**config.mk**
```make
export PLATFORM = sky130hd
export DESIGN_NAME = ram_fifo_reader
export DESIGN_NICKNAME = d
export VERILOG_FILES = /design/src/rtl/ram_fifo_reader_pkg.sv /design/src/rtl/ram_fifo_reader_skid.sv /design/src/rtl/ram_fifo_reader.sv
export SDC_FILE = /design/constraint.sdc
export NUM_CORES = 1
export LEC_CHECK = 0
export ABC_CLOCK_PERIOD_IN_PS = 5510
export BUFFER_PORTS_ARGS = -buffer_cell sky130_fd_sc_hd__buf_2
export CAP_MARGIN = 25
export CORE_ASPECT_RATIO = 1.1
export CORE_UTILIZATION = 41
export CTS_CLUSTER_DIAMETER = 60
export CTS_CLUSTER_SIZE = 20
export DETAILED_ROUTE_END_ITERATION = 8
export SYNTH_ARGS = -nofsm -noshare
export SYNTH_HDL_FRONTEND = slang
export SYNTH_HIERARCHICAL = 1
export SYNTH_SLANG_ARGS = --single-unit
```
**constraint.sdc**
```tcl
create_clock -name clk -period 5.51 [get_ports clk]
set_input_delay 1.102 -clock clk [delete_from_list [all_inputs] [get_ports clk]]
set_output_delay 1.102 -clock clk [all_outputs]
set_load 0.005 [all_outputs]
```
**src/rtl/ram_fifo_reader_pkg.sv**
```systemverilog
// Shared FSM state encoding and sizing constants for the RAM FIFO reader.
package ram_fifo_reader_pkg;
  typedef enum logic [1:0] {
    ST_IDLE  = 2'd0,
    ST_FETCH = 2'd1,
    ST_FLUSH = 2'd2
  } state_e;

  localparam int SKID_DEPTH = 2;
  localparam int CNT_W      = 16;
  localparam int OCC_W      = 2;
endpackage

```
**src/rtl/ram_fifo_reader_skid.sv**
```systemverilog
// Two-entry skid buffer: push/pop in one cycle; o_data is the oldest entry, registered.
// No internal backpressure; the caller's read credit keeps it from overflowing.
module ram_fifo_reader_skid
  import ram_fifo_reader_pkg::*;
#(
  parameter int W = 32
) (
  input  logic             clk,
  input  logic             rst_n,
  input  logic             i_clear,
  input  logic             i_push,
  input  logic [W-1:0]     i_data,
  input  logic             i_pop,
  output logic [W-1:0]     o_data,
  output logic [OCC_W-1:0] o_occupancy
);
  logic [W-1:0]     r_mem [SKID_DEPTH];
  logic             r_wr;
  logic             r_rd;
  logic [OCC_W-1:0] r_occ;

  always_ff @(posedge clk or negedge rst_n) begin
    if (!rst_n) begin
      for (int i = 0; i < SKID_DEPTH; i++) r_mem[i] <= '0;
      r_wr  <= 1'b0;
      r_rd  <= 1'b0;
      r_occ <= '0;
    end else if (i_clear) begin
      r_wr  <= 1'b0;
      r_rd  <= 1'b0;
      r_occ <= '0;
    end else begin
      if (i_push) begin
        r_mem[r_wr] <= i_data;
        r_wr        <= ~r_wr;
      end
      if (i_pop) r_rd <= ~r_rd;
      case ({i_push, i_pop})
        2'b10:   r_occ <= r_occ + 1'b1;
        2'b01:   r_occ <= r_occ - 1'b1;
        default: r_occ <= r_occ;
      endcase
    end
  end

  assign o_data      = r_mem[r_rd];
  assign o_occupancy = r_occ;
endmodule

```
**src/rtl/ram_fifo_reader.sv**
```systemverilog
// Drains a RAM FIFO into a valid/ready stream; RD_LATENCY+1 cycles ren-to-m_valid, ren held off by m_ready.
// Optional byte reversal of each word when RAM_FIFO_READER_BYTESWAP_EN is defined.
module ram_fifo_reader
  import ram_fifo_reader_pkg::*;
#(
  parameter int DATA_WIDTH = 32,
  parameter int RD_LATENCY = 1
) (
  input  logic                  clk,
  input  logic                  rst_n,
  input  logic                  fifo_empty,
  input  logic                  flush,
  input  logic [DATA_WIDTH-1:0] rdata,
  output logic                  ren,
  output logic                  fflush,
  output logic [DATA_WIDTH-1:0] m_data,
  output logic                  m_valid,
  input  logic                  m_ready,
  output logic [CNT_W-1:0]      rd_count
);
  state_e                r_state;
  logic [RD_LATENCY-1:0] r_pipe;
  logic [1:0]            r_fl_cnt;
  logic                  r_fflush;
  logic [CNT_W-1:0]      r_cnt;

  logic [OCC_W-1:0]      w_occ;
  logic [1:0]            w_infl;
  logic [2:0]            w_cred;
  logic                  w_pop;
  logic                  w_push;
  logic                  w_ren;
  logic [DATA_WIDTH-1:0] w_push_dat;

  always_comb begin
    w_infl = '0;
    for (int i = 0; i < RD_LATENCY; i++) w_infl = w_infl + {1'b0, r_pipe[i]};
  end

  // A word leaving this cycle frees its slot for the read issued now.
  assign w_pop  = m_valid & m_ready;
  assign w_cred = {1'b0, w_occ} + {1'b0, w_infl} - {2'b0, w_pop};
  assign w_ren  = (r_state == ST_FETCH) && !fifo_empty && !flush && (w_cred < 3'd2);
  assign w_push = r_pipe[RD_LATENCY-1];

`ifdef RAM_FIFO_READER_BYTESWAP_EN
  always_comb begin
    w_push_dat = '0;
    for (int b = 0; b < DATA_WIDTH / 8; b++)
      w_push_dat[8*b +: 8] = rdata[DATA_WIDTH-8-8*b +: 8];
  end
`else
  always_comb w_push_dat = rdata;
`endif

  always_ff @(posedge clk or negedge rst_n) begin
    if (!rst_n) begin
      r_state  <= ST_IDLE;
      r_pipe   <= '0;
      r_fl_cnt <= '0;
      r_fflush <= 1'b0;
      r_cnt    <= '0;
    end else begin
      r_fflush <= flush;
      if (w_pop) r_cnt <= r_cnt + 1'b1;
      // Dropping the pipe bits discards any rdata still on its way back.
      if (flush) begin
        r_pipe <= '0;
      end else begin
        r_pipe[0] <= w_ren;
        for (int i = 1; i < RD_LATENCY; i++) r_pipe[i] <= r_pipe[i-1];
      end
      if (flush) begin
        r_state  <= ST_FLUSH;
        r_fl_cnt <= 2'(RD_LATENCY);
      end else begin
        case (r_state)
          ST_IDLE:  if (!fifo_empty) r_state <= ST_FETCH;
          ST_FETCH: if (fifo_empty && (w_infl == 2'd0)) r_state <= ST_IDLE;
          ST_FLUSH: begin
            if (r_fl_cnt == 2'd0) r_state <= ST_IDLE;
            else r_fl_cnt <= r_fl_cnt - 2'd1;
          end
          default:  r_state <= ST_IDLE;
        endcase
      end
    end
  end

  ram_fifo_reader_skid #(
    .W (DATA_WIDTH)
  ) u_skid (
    .clk         (clk),
    .rst_n       (rst_n),
    .i_clear     (flush),
    .i_push      (w_push),
    .i_data      (w_push_dat),
    .i_pop       (w_pop),
    .o_data      (m_data),
    .o_occupancy (w_occ)
  );

  assign m_valid  = (w_occ != '0);
  assign ren      = w_ren;
  assign fflush   = r_fflush;
  assign rd_count = r_cnt;
endmodule
```
==> results.cfg, run 1 <==
[outcome]
status = completed

[sta]
period_share_pct = 74.4
finalCriticalPeriod_ps = 4100
rsz0062_at_grt = false
setup_viol = 0
relSlewSlack_pct = 48.2
setup_slack_ps = 1410
drv_slew = 0
tightest_slew_ps = 776
clock_skew_ps = 9.52
fmax_mhz = 244
final.setup.tns_ps = 0
hold_violations = 0

[synthesis]
yosys-top-cells-area = dfrtp_1 56%, mux2_2 26%, xnor2_1 2.9%
yosysTopAreaCell = dfrtp_1
ys.flop_type = dfrtp_1
syn_inst = 273
synth_cell_type_count = 33
synth_top_area_share_pct = 56.5
ys_seq_elements = 90
synth_edf_count = 0
async_reset_ff_share_pct = 100
ys_seq_area_share_pct = 56.5
netlist_area_mm2 = 0.00399
avgSynthCellArea_um2 = 14.6
synth_fp_nets = 314
synth_warnings = 6

[critical_path]
critPathLaunchType = input port
crit_arrival_ps = 3000
end_kind = output pin
path_class = input port to output pin
ff2ff_path_depth = 7
cp_data_required_time_ps = 4410
critPathMaxFanout = 9

[power]
p_per_area_mw_per_mm2 = 301
ir_drop_v = 0.000183
p_leak_nw = 2.55

[cts]
post_cts_resize_count = 0
h-tree-depth = 3
clockBufferDepth = 2
clock-root-buffer = clkbuf_8
cts_tree = built
clock-sinks = 90
post-cts-setup-buffers = 0
cts_buffers = 9
hold_buffers = 0
clkLatencyLatePin_ps = 340
clkTransAtPathRegs_ps = 80

[floorplanning]
die_h_um = 105
io_pins = 88
fp-row-count = 37
start_util_pct = 42.4
die_w_um = 96.0
core_area_mm2 = 0.00940
dieArea_mm2 = 0.0101

[grt]
grt_pass1_vias = 2521
grtUsageTotal_pct = 15.6
grt_max_degree = 52
grt_pass1_wl_um = 12100
gr-total-overflow = 0
antenna_found_initial = 0

[place]
io_buffers = 87
post_dp_cell_area_mm2 = 0.00452
hpwl_um = 4780
dp_slack_ps = 1380
gp_congestion = 0.662
placed_cells = 469

[final_layout]
nets = 404
fin_cells = 483
n_antenna_cell = 0
area_delta_synth_final_pct = 18.0
drive_gt1_share_pct = 54.6
final_area_mm2 = 0.00471
fin_util_pct = 50.1

[worst_hold_path]
hold_depth = 1
hold_path.class = flip-flop to flip-flop

[drt]
antenna_left = 0
drc = 0
route.detailed.wl_per_inst_um = 15.0
vias_per_cell = 4.97
routed_wl_um = 7250
drtPass1Iterations = 4
first_iter_violations = 31
vias = 2400

[flow_run]
max-cap-violations = 0
-- layer usage --
| layer | global-route usage, % | vias up | wire length [µm] |
|---|---|---|---|
| met1 | 20.5 | 1189 | 3350 |
| li1 | - | 1145 | - |
| met2 | 24.1 | 59 | 3330 |
| met5 | 0 | - | 0 |
| met4 | 5.12 | 0 | 80 |
| met3 | 5.27 | 7 | 485 |
-- Yosys cell counts (2+ instances only) --
library cell and n:
buf_6 3, nor2_1 8, and3_1 2, mux2_1 6, nor3b_1 3, ha_1 3
nand4_1 2, nand3b_1 2, mux2_2 91, nand3_1 6, xor2_1 8, nand2b_1 2
a211oi_1 2, buf_4 4, nor4_1 3, inv_1 4, nand2_1 3, dfrtp_1 90
nor3_1 2, xnor2_1 13, buf_2 4
-- cell usage in the layout (no fill, tap or decap), types with 2 or more instances in the layout --
master / netlist / routed
nor3b_1: 3 / 3
xor2_1: 8 / 8
nand3b_1: 2 / 2
nand4_1: 2 / 2
nor2_1: 8 / 8
xnor2_1: 13 / 13
clkinv_2: 0 / 2
nand2b_1: 2 / 2
buf_2: 4 / 86
dfrtp_1: 90 / 90
buf_4: 4 / 5
a211oi_1: 2 / 2
clkbuf_8: 0 / 11
ha_1: 3 / 3
mux2_2: 91 / 91
mux2_1: 6 / 6
nor4_1: 3 / 3
and3_1: 2 / 2
nand2_1: 3 / 3
nor3_1: 2 / 2
inv_1: 4 / 4
nand3_1: 6 / 6
-- logic make-up (layout without fill, tap and decap cells) --
family	count (synthesis)	in the layout	share of synthesized area (%)
mux	97	97	27.4
flops	90	90	56.5
simple gates	40	40	6.62
xor+xnor	21	21	4.61
buf+inv	16	109	2.57
compound gates	5	5	0.910
fa+ha+maj	4	4	1.44
-- final timing paths --
check	startpoint	endpoint	slack, ps
setup / recovery	m_ready	ren	1410
hold / removal	rd_count[15]	rd_count[15]	470
setup reg to reg	u_skid/o_occupancy[1]	r_pipe	3200
hold reg to reg	rd_count[15]	rd_count[15]	470
max in group asynchronous	rst_n	rd_count[11]	3750
min in group asynchronous	rst_n	u_skid/r_mem[4]	720
-- worst max-delay path: stages --
cell,delay [ps]
buf_2,100
and2_1,330
ha_1,300
nand2b_1,150
fa_1,380
xor2_1,160
nor4_1,290
buf_2,170
-- cell type report --
cell class	count	area, µm²
clock buffers	11	151
clock inverters	3	40.0
fillers	851	4690
inverters	4	15.0
multi-input cells	167	1630
flip-flops and latches	90	2250
well taps	117	146
repair buffers	91	468
-- power breakdown --
part	leakage [nW]	switching, W	internal, W
combinational	1.21	0.000103	0.000124
sequential	1.23	0.0000396	0.000710
clock	0.101	0.000211	0.000228
total	2.55	0.000354	0.00106
-- sequential cells by signal (all words and copies together) (netlist names) --
| name | flops |
|---|---|
| u_skid/r_mem | 64 |
| rd_count | 16 |
| r_fl_cnt | 2 |
| r_state | 2 |
| u_skid/o_occupancy | 2 |
| fflush | 1 |
| r_pipe | 1 |
| u_skid/r_rd | 1 |
| u_skid/r_wr | 1 |
-- through the flow --
step	total power (W)	hold WS [ps]
floorplan	0.000898	438
detailed placement	0.000995	461
CTS	0.00144	477
global placement	0.000989	465
finish	0.00142	470
global route	0.00150	486
No activity file was read; power rests on OpenSTA's default activity.
==> run 2, diff against run 1 <==
--- a/config.mk
+++ b/config.mk
@@ -5,7 +5,7 @@
 export SDC_FILE = /design/constraint.sdc
 export NUM_CORES = 1
 export LEC_CHECK = 0
-export ABC_CLOCK_PERIOD_IN_PS = 5510
+export ABC_CLOCK_PERIOD_IN_PS = 4200
 export BUFFER_PORTS_ARGS = -buffer_cell sky130_fd_sc_hd__buf_2
 export CAP_MARGIN = 25
 export CORE_ASPECT_RATIO = 1.1
==> constraint.sdc (replaced) <==
create_clock -name clk -period 4.2 [get_ports clk]
set_input_delay 0.84 -clock clk [delete_from_list [all_inputs] [get_ports clk]]
set_output_delay 0.84 -clock clk [all_outputs]
set_load 0.005 [all_outputs]
==> run 2 against run 1 <==
Wire length increased by 3.1%. Design area increased by 0.40%. Worst setup slack got worse by 840 ps. Power increased by 33%. Worst hold slack got worse by 57 ps. Register-to-register slack got worse by 1400 ps. First-iteration DRC count increased by 81%. Sequential cell count unchanged. Global-route usage increased by 0.074 points. Clock power increased by 37%. Non-clock buffer count increased by 1. Combinational power increased by 30%. Critical path type is now flip-flop to output pin.
==> results.cfg, run 2 (synthesis gave the netlist of run 1 again) <==
[grt]
grtUsageTotal_pct = 15.7
grt_pass1_vias = 2555
gr-total-overflow = 0
grt_max_degree = 35
antenna_found_initial = 0
grt_pass1_wl_um = 12000

[cts]
clkTransAtPathRegs_ps = 90
hold_buffers = 0
clkLatencyLatePin_ps = 350
clock-sinks = 90
clockBufferDepth = 2
post-cts-setup-buffers = 0
post_cts_resize_count = 0
cts_buffers = 9
clock-root-buffer = clkbuf_8
cts_tree = built
h-tree-depth = 3

[drt]
drtPass1Iterations = 4
vias_per_cell = 5.02
routed_wl_um = 7470
vias = 2441
drc = 0
route.detailed.wl_per_inst_um = 15.4
antenna_left = 0
first_iter_violations = 56

[flow_run]
max-cap-violations = 0

[final_layout]
final_common_cell = mux2_2
drive_gt1_share_pct = 54.7
multi_input_area_mm2 = 0.00163
regMostFlops = u_skid/r_mem
mostFrequentLayoutCells = 91 x mux2_2, 90 x dfrtp_1, 86 x buf_2, 13 x xnor2_1, 10 x clkbuf_8
seqCellArea_mm2 = 0.00225
largest_reg_flops = 64
n_antenna_cell = 0
final_area_mm2 = 0.00473
nets = 405
area_delta_synth_final_pct = 18.5
n_fill_cell = 852

[floorplanning]
die_h_um = 105
io_pins = 88
die_w_um = 96.0
start_util_pct = 42.4
fp-row-count = 37
core_area_mm2 = 0.00940
dieArea_mm2 = 0.0101

[critical_path]
ff2ff_setup_slack_ps = 1820
crit_arrival_ps = 2790
critPathLaunchType = flip-flop
cp_data_required_time_ps = 3360
end_kind = output pin
critPathMaxFanout = 9
path_class = flip-flop to output pin

[sta]
setup_viol = 0
timing.hold.ws_ps = 414
hold_violations = 0
finalCriticalPeriod_ps = 3630
clock_skew_ps = 13.4
rsz0062_at_grt = false
tightest_slew_ps = 610
final.setup.tns_ps = 0
drv_slew = 0
setup_slack_ps = 570
period_share_pct = 86.4
relSlewSlack_pct = 59.2
fmax_mhz = 275

[power]
ir_drop_v = 0.000207
p_leak_nw = 2.56
p_per_area_mw_per_mm2 = 399
power_w = 0.00189

[place]
gp_congestion = 0.690
hpwl_um = 5070
dp_slack_ps = 621
io_buffers = 87
post_dp_cell_area_mm2 = 0.00452

[worst_hold_path]
hold_path.class = input port to asynchronous set/reset pin

[outcome]
status = completed
## run 2: cell count changes in the layout (fill, tap and decap cells not counted), sizes merged
cell,previous run,this run
buf,91,92
clkinv,2,3
inv,4,5
## run 2: area by class of cell
| type | count | area share (%) |
|---|---|---|
| timing repair buffer | 92 | 10.1 |
| multi-input combinational | 167 | 34.6 |
| clock inverter | 5 | 1.30 |
| sequential | 90 | 47.7 |
| tap | 117 | 3.10 |
| inverter | 4 | 0.318 |
| clock buffer | 11 | 2.99 |
## run 2: power breakdown
group / leakage, nW / internal, W / switching [W]
Clock: 0.104 / 0.000295 / 0.000306
Combinational: 1.22 / 0.000163 / 0.000131
Sequential: 1.23 / 0.000931 / 0.0000602
Total: 2.56 / 0.00139 / 0.000497
## run 2: worst max-delay path, cell delays in order (launching register included)
cell and delay (ps):
dfrtp_1 470, or2_1 260, and2_1 270, ha_1 320, nand2b_1 160, fa_1 380, xor2_1 160, nor4_1 250
buf_2 170
## run 2: path summary, 6_finish.rpt
kind | startpoint | to | cells past startpoint
worst min register to register | rd_count[15] | rd_count[15] | 1
worst max register to register | u_skid/o_occupancy[1] | r_pipe | 7
worst min-delay path | rst_n | u_skid/r_mem[3] | 1
worst max-delay path | u_skid/o_occupancy[1] | ren | 8
min in group clk | rd_count[15] | rd_count[15] | 1
max in group asynchronous | rst_n | rd_count[4] | 2
## run 2: per-stage QoR
step	utilization (%)	instances
5_1_grt	50.3	486
3_3_place_gp	48.1	470
3_5_place_dp	48.1	470
6_report	50.3	486
2_1_floorplan	-	273
4_1_cts	50.3	486
## run 2: metal layers
| metal | vias to the layer above | part of all wire [%] | global-route usage [%] |
|---|---|---|---|
| li1 | 1147 | - | - |
| met1 | 1230 | 46 | 19.7 |
| met2 | 58 | 47 | 25.3 |
| met3 | 6 | 5.8 | 3.61 |
| met4 | 0 | 1.1 | 7.36 |
| met5 | - | 0 | 0 |
==> run 3, diff against run 2 <==
--- a/config.mk
+++ b/config.mk
@@ -7,12 +7,12 @@
 export LEC_CHECK = 0
 export ABC_CLOCK_PERIOD_IN_PS = 4200
 export BUFFER_PORTS_ARGS = -buffer_cell sky130_fd_sc_hd__buf_2
-export CAP_MARGIN = 25
-export CORE_ASPECT_RATIO = 1.1
+export CAP_MARGIN = 20
 export CORE_UTILIZATION = 41
 export CTS_CLUSTER_DIAMETER = 60
 export CTS_CLUSTER_SIZE = 20
 export DETAILED_ROUTE_END_ITERATION = 8
+export PLACE_DENSITY = 0.64
 export SYNTH_ARGS = -nofsm -noshare
 export SYNTH_HDL_FRONTEND = slang
 export SYNTH_HIERARCHICAL = 1
==> run 3 against run 2 <==
Utilization up 0.14 points. Critical path type unchanged. Sequential cell count stayed put. Critical path depth is the same. Largest cell class unchanged. Clock-buffer cell count rose by 1. Design area decreased by 0.48%. First-iteration DRC count is 30% lower. Largest power group unchanged. Worst hold slack improved by 58 ps. Via count grew 0.20%. Clock power shrank 14%.
==> results.cfg, run 3 (synthesis gave the netlist of run 1 again) <==
[outcome]
status = completed

[power]
p_sw_share_pct = 26.5
p_leak_nw = 2.53
switchingPower_w = 0.000477
p_per_area_mw_per_mm2 = 383
p_int_w = 0.00132
pwr-share-clk_pct = 28.8
seq_power_share_pct = 55.1
ir_drop_v = 0.000176
power_frac_comb_pct = 16.2

[floorplanning]
fp-row-count = 35
dieArea_mm2 = 0.0101
die_h_um = 101
io_pins = 88
die_w_um = 101
start_util_pct = 42.8
core_area_mm2 = 0.00933

[cts]
clock-root-buffer = clkbuf_8
cts_tree = built
post_cts_resize_count = 0
h-tree-depth = 3
cts_buffers = 9
clockBufferDepth = 2
post-cts-setup-buffers = 0
clkLatencyLatePin_ps = 340
clkTransAtPathRegs_ps = 90
clock-sinks = 90
hold_buffers = 0

[final_layout]
n_fill_cell = 844
area_delta_synth_final_pct = 17.9
fin_util_pct = 50.4
largest_reg_flops = 64
regMostFlops = u_skid/r_mem
drive_gt1_share_pct = 54.3
n_antenna_cell = 0
nets = 404
mostFrequentLayoutCells = 91 x mux2_2, 90 x dfrtp_1, 86 x buf_2, 13 x xnor2_1, 10 x clkbuf_8
final_common_cell = mux2_2
fin_cells = 497

[sta]
period_share_pct = 85.5
drv_slew = 0
tightest_slew_ps = 889
clock_skew_ps = 10.4
finalCriticalPeriod_ps = 3590
hold_violations = 0
final.setup.tns_ps = 0
relSlewSlack_pct = 40.8
setup_viol = 0
rsz0062_at_grt = false
fmax_mhz = 279

[worst_hold_path]
hold_path.class = flip-flop to flip-flop
hold_depth = 1
hold_end = rd_count[15]
hp-start = rd_count[15]

[critical_path]
ff2ff_setup_slack_ps = 1880
critPathLaunchType = flip-flop
end_kind = output pin
r2r_start = u_skid/o_occupancy[1]
ff2ff_path_depth = 7
cp_data_required_time_ps = 3360
critPathMaxFanout = 9
path_class = flip-flop to output pin
crit_arrival_ps = 2750
worstReg2RegEnd = r_pipe

[drt]
wl_met1_um = 3310
antenna_left = 0
first_iter_violations = 39
routed_wl_um = 7100
wl_met3_um = 411
route.detailed.wl_per_inst_um = 14.3
top_layer = met4
drtPass1Iterations = 4
vias_per_cell = 4.92
drc = 0
vias = 2446
wl_met2_um = 3330

[grt]
antenna_found_initial = 0
grt_pass1_vias = 2568
grt_max_degree = 74
grt_pass1_wl_um = 12100
gr-total-overflow = 0
grtUsageTotal_pct = 15.5

[flow_run]
max-cap-violations = 0

[place]
io_buffers = 87
gp_congestion = 0.688
hpwl_um = 4750
placed_cells = 481
run 3: cell types whose count changed in the layout (fill, tap and decap cells not counted):
cell	change
buf_4	-1
bufinv_16	-1
clkbuf_1	+1
clkinv_4	-2
clkinvlp_4	+3
inv_6	-1
run 3: power by group through the flow:
| stage | registers, W | clock network [W] | logic (W) |
|---|---|---|---|
| 6_report | 0.000992 | 0.000518 | 0.000291 |
| 5_1_grt | 0.00100 | 0.000582 | 0.000332 |
| 4_1_cts | 0.000994 | 0.000544 | 0.000299 |
| 3_5_place_dp | 0.00101 | 0 | 0.000295 |
| 3_3_place_gp | 0.00101 | 0 | 0.000289 |
| 2_1_floorplan | 0.000990 | 0 | 0.000188 |
run 3: worst max-delay path by stage:
stage                          startpoint  endpoint  slack [ps]  cells after the start
floorplan                         m_ready       ren        1030                      7
global placement                  m_ready       ren         640                      8
detailed placement                m_ready       ren         640                      8
CTS                 u_skid/o_occupancy[1]       ren         540                      8
global route        u_skid/o_occupancy[1]       ren         420                      8
finish              u_skid/o_occupancy[1]       ren         610                      8
run 3: area by class of cell:
| cell class | instances | area, µm² | area share, % |
|---|---|---|---|
| Clock buffer | 12 | 145 | 3.09 |
| Inverter | 4 | 15.0 | 0.319 |
| Timing Repair Buffer | 91 | 468 | 9.95 |
| Tap cell | 129 | 161 | 3.43 |
| Multi-Input combinational cell | 167 | 1630 | 34.7 |
| Clock inverter | 4 | 27.5 | 0.585 |
| Sequential cell | 90 | 2250 | 47.9 |
run 3: layer usage:
| layer | up-vias | track usage [%] |
|---|---|---|
| li1 | 1150 | - |
| met1 | 1233 | 20.3 |
| met2 | 59 | 25.0 |
| met3 | 4 | 3.68 |
| met4 | 0 | 5.69 |
| met5 | - | 0 |
run 3: worst max-delay path, cell delays in order (launching register included):
cell and delay, ps:
dfrtp_1 470, or2_1 250, and2_1 270, ha_1 310
nand2b_1 150, fa_1 380, xor2_1 160, nor4_1 240
buf_2 160
run 3: per-stage QoR:
| step | hold WS (ps) | instance area, µm² | setup WS (ps) | total power (W) |
|---|---|---|---|---|
| after floorplan | 438 | 3990 | 1030 | 0.00118 |
| after global placement | 462 | 4530 | 645 | 0.00130 |
| after detailed placement | 470 | 4530 | 643 | 0.00131 |
| after CTS | 483 | 4700 | 537 | 0.00184 |
| after global routing | 504 | 4700 | 416 | 0.00192 |
| final | 472 | 4700 | 610 | 0.00180 |
